--- config.mk ---
export PLATFORM = sky130hd
export DESIGN_NAME = mm_bus_arbiter
export DESIGN_NICKNAME = d
export VERILOG_FILES = /design/src/rtl/mm_bus_arbiter.sv
export SDC_FILE = /design/constraint.sdc
export NUM_CORES = 1
export LEC_CHECK = 0
export CORE_MARGIN = 3
export CORE_UTILIZATION = 40
export CTS_CLUSTER_DIAMETER = 120
export DETAILED_ROUTE_END_ITERATION = 10
export PLACE_DENSITY = 0.95
export SLEW_MARGIN = 5
export SYNTH_ARGS = -nofsm -noshare
export SYNTH_HDL_FRONTEND = slang
export SYNTH_SLANG_ARGS = --single-unit
export TNS_END_PERCENT = 5
--- constraint.sdc ---
create_clock -name clk_sys_i -period 3.6 [get_ports clk_sys_i]
set_input_delay 0.72 -clock clk_sys_i [delete_from_list [all_inputs] [get_ports clk_sys_i]]
set_output_delay 0.72 -clock clk_sys_i [all_outputs]
set_load 0.01 [all_outputs]
--- src/rtl/mm_bus_arbiter.sv ---
// Two-port round-robin arbiter for a shared memory-mapped slave.
// The grant is held for a whole transaction, and the bus outputs are registered.
module mm_bus_arbiter #(
    parameter int unsigned MM_ADDR_WIDTH = 8,
    parameter int unsigned MM_DATA_WIDTH = 16,
    parameter int unsigned HOLD_MAX      = 255
) (
    input  logic                     clk_sys_i,
    input  logic                     rst_i,
    input  logic                     m0_req_i,
    output logic                     m0_gnt_o,
    input  logic [MM_ADDR_WIDTH-1:0] m0_addr_i,
    input  logic [MM_DATA_WIDTH-1:0] m0_wdata_i,
    input  logic                     m0_we_i,
    output logic [MM_DATA_WIDTH-1:0] m0_rdata_o,
    input  logic                     m1_req_i,
    output logic                     m1_gnt_o,
    input  logic [MM_ADDR_WIDTH-1:0] m1_addr_i,
    input  logic [MM_DATA_WIDTH-1:0] m1_wdata_i,
    input  logic                     m1_we_i,
    output logic [MM_DATA_WIDTH-1:0] m1_rdata_o,
    output logic [MM_ADDR_WIDTH-1:0] mm_s_addr_o,
    output logic [MM_DATA_WIDTH-1:0] mm_s_wdata_o,
    output logic                     mm_s_we_o,
    input  logic [MM_DATA_WIDTH-1:0] mm_s_rdata_i,
    output logic                     hold_err_o
);

    localparam int unsigned CntW = (HOLD_MAX > 0) ? $clog2(HOLD_MAX + 1) : 1;
    localparam logic [CntW-1:0] HoldMaxC = CntW'(HOLD_MAX);

    typedef enum logic [1:0] {StIdle, StGnt0, StGnt1, StGap} state_e;

    state_e                   state_q, state_d;
    logic                     last_grant_q, last_grant_d;
    logic [CntW-1:0]          hold_cnt_q, hold_cnt_d;
    logic                     hold_err_q, hold_err_d;
    logic [MM_ADDR_WIDTH-1:0] addr_q, addr_d;
    logic [MM_DATA_WIDTH-1:0] wdata_q, wdata_d;
    logic                     we_q, we_d;
    logic                     waiting;

    assign waiting = (state_q == StGnt0 && m1_req_i) || (state_q == StGnt1 && m0_req_i);

    always_comb begin
        state_d      = state_q;
        last_grant_d = last_grant_q;
        hold_cnt_d   = hold_cnt_q;
        hold_err_d   = 1'b0;
        addr_d       = addr_q;
        wdata_d      = wdata_q;
        we_d         = 1'b0;

        unique case (state_q)
            StIdle: begin
                hold_cnt_d = '0;
                if (m0_req_i && m1_req_i) begin
                    state_d = last_grant_q ? StGnt0 : StGnt1;
                end else if (m0_req_i) begin
                    state_d = StGnt0;
                end else if (m1_req_i) begin
                    state_d = StGnt1;
                end
            end
            StGnt0: begin
                addr_d  = m0_addr_i;
                wdata_d = m0_wdata_i;
                we_d    = m0_we_i & m0_req_i;
                if (!m0_req_i) begin
                    state_d      = StGap;
                    last_grant_d = 1'b0;
                end
            end
            StGnt1: begin
                addr_d  = m1_addr_i;
                wdata_d = m1_wdata_i;
                we_d    = m1_we_i & m1_req_i;
                if (!m1_req_i) begin
                    state_d      = StGap;
                    last_grant_d = 1'b1;
                end
            end
            StGap: begin
                state_d    = StIdle;
                hold_cnt_d = '0;
            end
            default: state_d = StIdle;
        endcase

        // Saturating count: the pulse fires only on the transition onto HOLD_MAX.
        if (waiting && HOLD_MAX != 0 && hold_cnt_q != HoldMaxC) begin
            hold_cnt_d = hold_cnt_q + 1'b1;
            hold_err_d = (hold_cnt_d == HoldMaxC);
        end
    end

    always_ff @(posedge clk_sys_i or posedge rst_i) begin
        if (rst_i) begin
            state_q      <= StIdle;
            last_grant_q <= 1'b1;
            hold_cnt_q   <= '0;
            hold_err_q   <= 1'b0;
            addr_q       <= '0;
            wdata_q      <= '0;
            we_q         <= 1'b0;
        end else begin
            state_q      <= state_d;
            last_grant_q <= last_grant_d;
            hold_cnt_q   <= hold_cnt_d;
            hold_err_q   <= hold_err_d;
            addr_q       <= addr_d;
            wdata_q      <= wdata_d;
            we_q         <= we_d;
        end
    end

    assign m0_gnt_o     = (state_q == StGnt0);
    assign m1_gnt_o     = (state_q == StGnt1);
    assign m0_rdata_o   = m0_gnt_o ? mm_s_rdata_i : '0;
    assign m1_rdata_o   = m1_gnt_o ? mm_s_rdata_i : '0;
    assign mm_s_addr_o  = addr_q;
    assign mm_s_wdata_o = wdata_q;
    assign mm_s_we_o    = we_q;
    assign hold_err_o   = hold_err_q;

endmodule

# == Word-level counts from Yosys, hierarchy flattened ==
# Index checks and enable logic that the tools add are counted.
# classes
add_sub_neg,1
n_mul,0
div_mod_pow,0
magnitude_cmp,0
n_eq_ne,8
shift,0
mux,18
n_bitwise,2
n_reduce_logical,11
# ops
cell,count
16-bit 2-to-1 mux,2
16-bit case mux with 2 select lines,1
8-bit 2-to-1 mux,2
8-bit case mux with 2 select lines,1
2-bit 2-to-1 mux,6
"8-bit by 1-bit adder with 8-bit output, second input constant",1
"8-bit == test, second input constant",1
"8-bit != test, second input constant",1
2-bit case mux with 4 select lines,1
3-bit AND reduction,2
"2-bit == test, second input constant",2
1-bit logical AND,4
"2-bit != test, second input constant",2
"4-bit != test, second input constant",1
1-bit case mux with 2 select lines,2
2-bit nonzero test,2
1-bit 2-to-1 mux,3
1-bit AND,2
"2-bit by 1-bit == test with 1-bit output, second input constant",1
2-bit zero test,1
2-bit OR reduction,1
1-bit logical OR,1
# word_totals
reg_bits,37
latchBits,0
ram_bits,0
romBits,0
in_bits,70
output_inout_bits,60
mem_count,0

# == Logic depth before layout (Yosys ltp) ==
# depth
depth_word,5
mapped_depth,8

# == Least setup slack after synthesis ==
# No wires, ideal clock.
# synth_timing
path_kind,flip-flop to output port
startpoint,register state_q[1]
endpoint,output m0_rdata_o[10]
arrival_time_ns,1.337
required_time_ns,2.880
setup_slack_ns,1.543
stages_incl_launch_ff,6
n_path_buf,2
path_cell_list,dfrtp_1 -> inv_1 -> ha_1 -> clkbuf_1 -> clkbuf_1 -> and2_1
# synth_between
elab_chain_cells,2
# synth_lines
element,line_no,text
start: declaration,34,"state_e state_q, state_d;"
start signal: assignment,99,state_q <= StIdle;
start signal: assignment,107,state_q <= state_d;
2-bit by 1-bit == test with 1-bit output,117,assign m0_gnt_o = (state_q == StGnt0);
via m0_gnt_o,11,"output logic m0_gnt_o,"
16-bit 2-to-1 mux,119,assign m0_rdata_o = m0_gnt_o ? mm_s_rdata_i : '0;
end: declaration,15,"output logic [MM_DATA_WIDTH-1:0] m0_rdata_o,"
# The timed path passes the listed nets, and every way through them passes these cells.

# == Final worst setup path ==
# layout_timing
startpoint,register state_q[1]
endpoint,output m0_rdata_o[14]
# layout_between
elab_chain_cells,2
# layout_lines
element,line_no
2-bit by 1-bit == test with 1-bit output,117
16-bit 2-to-1 mux,119
# No other way between the ends.

==> out/qor.txt <==
RSZ-0062 raised after global routing = no
Yosys reg bits = 37
DRT iter0 DRCs = 77
number of global-route vias before repair = 2116
most instantiated cells after synthesis = dfrtp_1, and2_1, nor2_1
Syn Inst Count = 231
outcome = finished, final reports clean
IO Pins = 130
final antenna-violating net count = 0
aggregate routed wire length = 6.31 mm
DR WL/cell = 15.0 microns
Total Nets Final = 428
CP top delay family = buffers and inverters
final setup violation count = 0
CP max FO = 22
post-synth top area share = 42.2%
Req. time, crit path = 2.88 ns
R2R Path End = hold_cnt_q[4]$_DFFE_PP0P_
die extent in x = 79.1 microns
WP data arrival = 2.09 ns
Rel. slew slack = 54.1%
synth top area cells = dfrtp_1, mux2i_1, and2_1
fmax = 356 MHz
post-synth top area cell = dfrtp_1
Die Ht = 79.1 microns
Distinct cells, synth = 39
Resize count post-CTS = 0
Slew Viols, Final = 0
# DRC = 0
Critical Path Sink Type = output port
initial antenna violation count = 0
worst skew pair latency = 0.29 ns
Cell Rows = 25
clk slew on worst S/H paths = 0.07 ns
Worst path max stage delay = 0.56 ns
R2R Setup Slk = 0.96 ns
placed instance area = 3450 sq um
CTS Buffer Depth = 2
CTS tree = yes
Leak = 1.44 nW
CTS H-tree depth = 2
EDFF count, synth = 0
HP Start = mm_s_wdata_o[0]$_DFFE_PP0P_
Port Buffer Count = 129
Initial Util = 43.2%
Final Hold Viols = 0
WP buf/inv = 2
clock sink count = 37
GPL Wtd Cong = 0.828
CP max stage cell = ha_1
r2r worst-path depth = 7
hpwl dp = 5.00 mm
Vias = 2093
Max Cap Violations = 0
WHS Path Cells = 2
CP Class = flip-flop to output port
CP startpoint kind = flip-flop
Area Overhead vs Synth = 65.5%
R2R Path Start = state_q[0]$_DFFE_PP0P_
ys async rst share = 100%
via density per instance = 4.98
die area = 6250 sq um
Avg Synthesized Cell Area = 9.24 sq um
worst slew pin tran = 0.689 ns
postcts setup bufs = 0
pwr/cell area = 751 nW/um^2
Pre-antenna DRT Iters = 4
Hold WC Path Type = flip-flop to flip-flop
root buffer cell = clkbuf_8
global router's overall resource usage = 20.8%
share of post-route cells with drive strength above 1 = 4.25%
YS warnings = 0
post-layout instance area = 3530 sq um
GRT overflow = 0
fin crit period = 2.81 ns
clock skew = 0.00339 ns
Peak VDD IR = 0.447 mV
register area share after synthesis = 43.4%
Critical Path, Cell by Cell = inv_1 > ha_1 > and2_1 > clkdlybuf4s50_1
Period Utilization, post-route = 78.0%
Post-Syn Area = 2130 sq um
first-pass GRT wire length = 10.1 mm
Inserted Diodes = 0
ys flop type = dfrtp_1
largest net degree at the start of global routing = 38
Hold Crit Endpoint = mm_s_wdata_o[0]$_DFFE_PP0P_
# hold bufs at CTS = 0
Final TNS setup = 0 ns
Synth Net Count = 306
total CTS buffers = 5
area of the core = 4940 sq um
top-count cell post-synth = dfrtp_1
worst max path at each step:
stage,startpoint,end,cells past startpoint
finish,state_q[1]$_DFFE_PP0P_,m0_rdata_o[14],4
global route,state_q[1]$_DFFE_PP0P_,m0_rdata_o[12],4
CTS,state_q[1]$_DFFE_PP0P_,m0_rdata_o[14],4
detailed placement,mm_s_rdata_i[2],m0_rdata_o[2],3
global placement,mm_s_rdata_i[2],m0_rdata_o[2],3
floorplan,state_q[1]$_DFFE_PP0P_,m0_rdata_o[10],5
where the power goes:
part	total, W	switching, W	internal [W]
Sequential	0.000693	0.0000945	0.000598
Clock	0.000287	0.000136	0.000152
Combinational	0.00167	0.000839	0.000835
flip-flops by register name, indices dropped and copies added (netlist names):
register	flops
mm_s_wdata_o	16
hold_cnt_q	8
mm_s_addr_o	8
state_q	2
hold_err_o	1
last_grant_q	1
mm_s_we_o	1
cells in the final DEF, fill, tap and decap left out, types with 2 or more instances in the layout:
master	instances
ha_1	4
nor2_1	30
a21oi_1	27
nor3_1	2
clkbuf_8	6
or3_1	2
inv_1	5
o21ai_0	5
dfrtp_1	36
nor3b_1	2
nand3_1	15
buf_4	3
nand2_1	4
and2_1	33
xor2_1	2
mux2i_1	25
clkdlybuf4s50_1	129
routing by layer:
metal | share of wire (%) | up-vias | track usage, %
li1 | - | 1033 | -
met1 | 36 | 952 | 21.6
met2 | 53 | 99 | 39.0
met3 | 10 | 9 | 6.35
met4 | 1.5 | 0 | 7.39
met5 | 0 | - | 0
stage by stage:
stage,total power [W],cells,util [%],hold WS [ns],worst slack [ns]
floorplan,0.00164,231,-,0.487,1.54
global placement,0.00231,413,69.7,0.498,0.956
detailed placement,0.00239,413,69.7,0.521,0.945
CTS,0.00268,420,71.5,0.534,0.743
global route,0.00287,420,71.5,0.556,0.591
finish,0.00265,420,71.5,0.530,0.791
cell type report:
class,instances,area [sq um]
clock buffers,7,86.3
fillers,357,1410
flip-flops and latches,37,927
repair buffers,132,1310
multi-input cells,172,1100
inverters,5,18.8
well taps,67,83.8
kinds of logic after synthesis:
group | count (synthesis) | synth area share, %
compound gates | 45 | 12.7
xor+xnor | 2 | 0.821
fa+ha+maj | 5 | 2.93
buf+inv | 22 | 5.04
flops | 37 | 43.4
mux | 25 | 11.7
simple gates | 95 | 23.3
worst reg2reg max path, cell delays in order (launching register included):
cell	delay, ns
dfrtp_1	0.40
inv_1	0.09
ha_2	0.38
buf_4	0.44
a22oi_2	0.23
a41o_1	0.41
and2_2	0.26
a211o_2	0.32
Power figures use the tool's default switching activity.
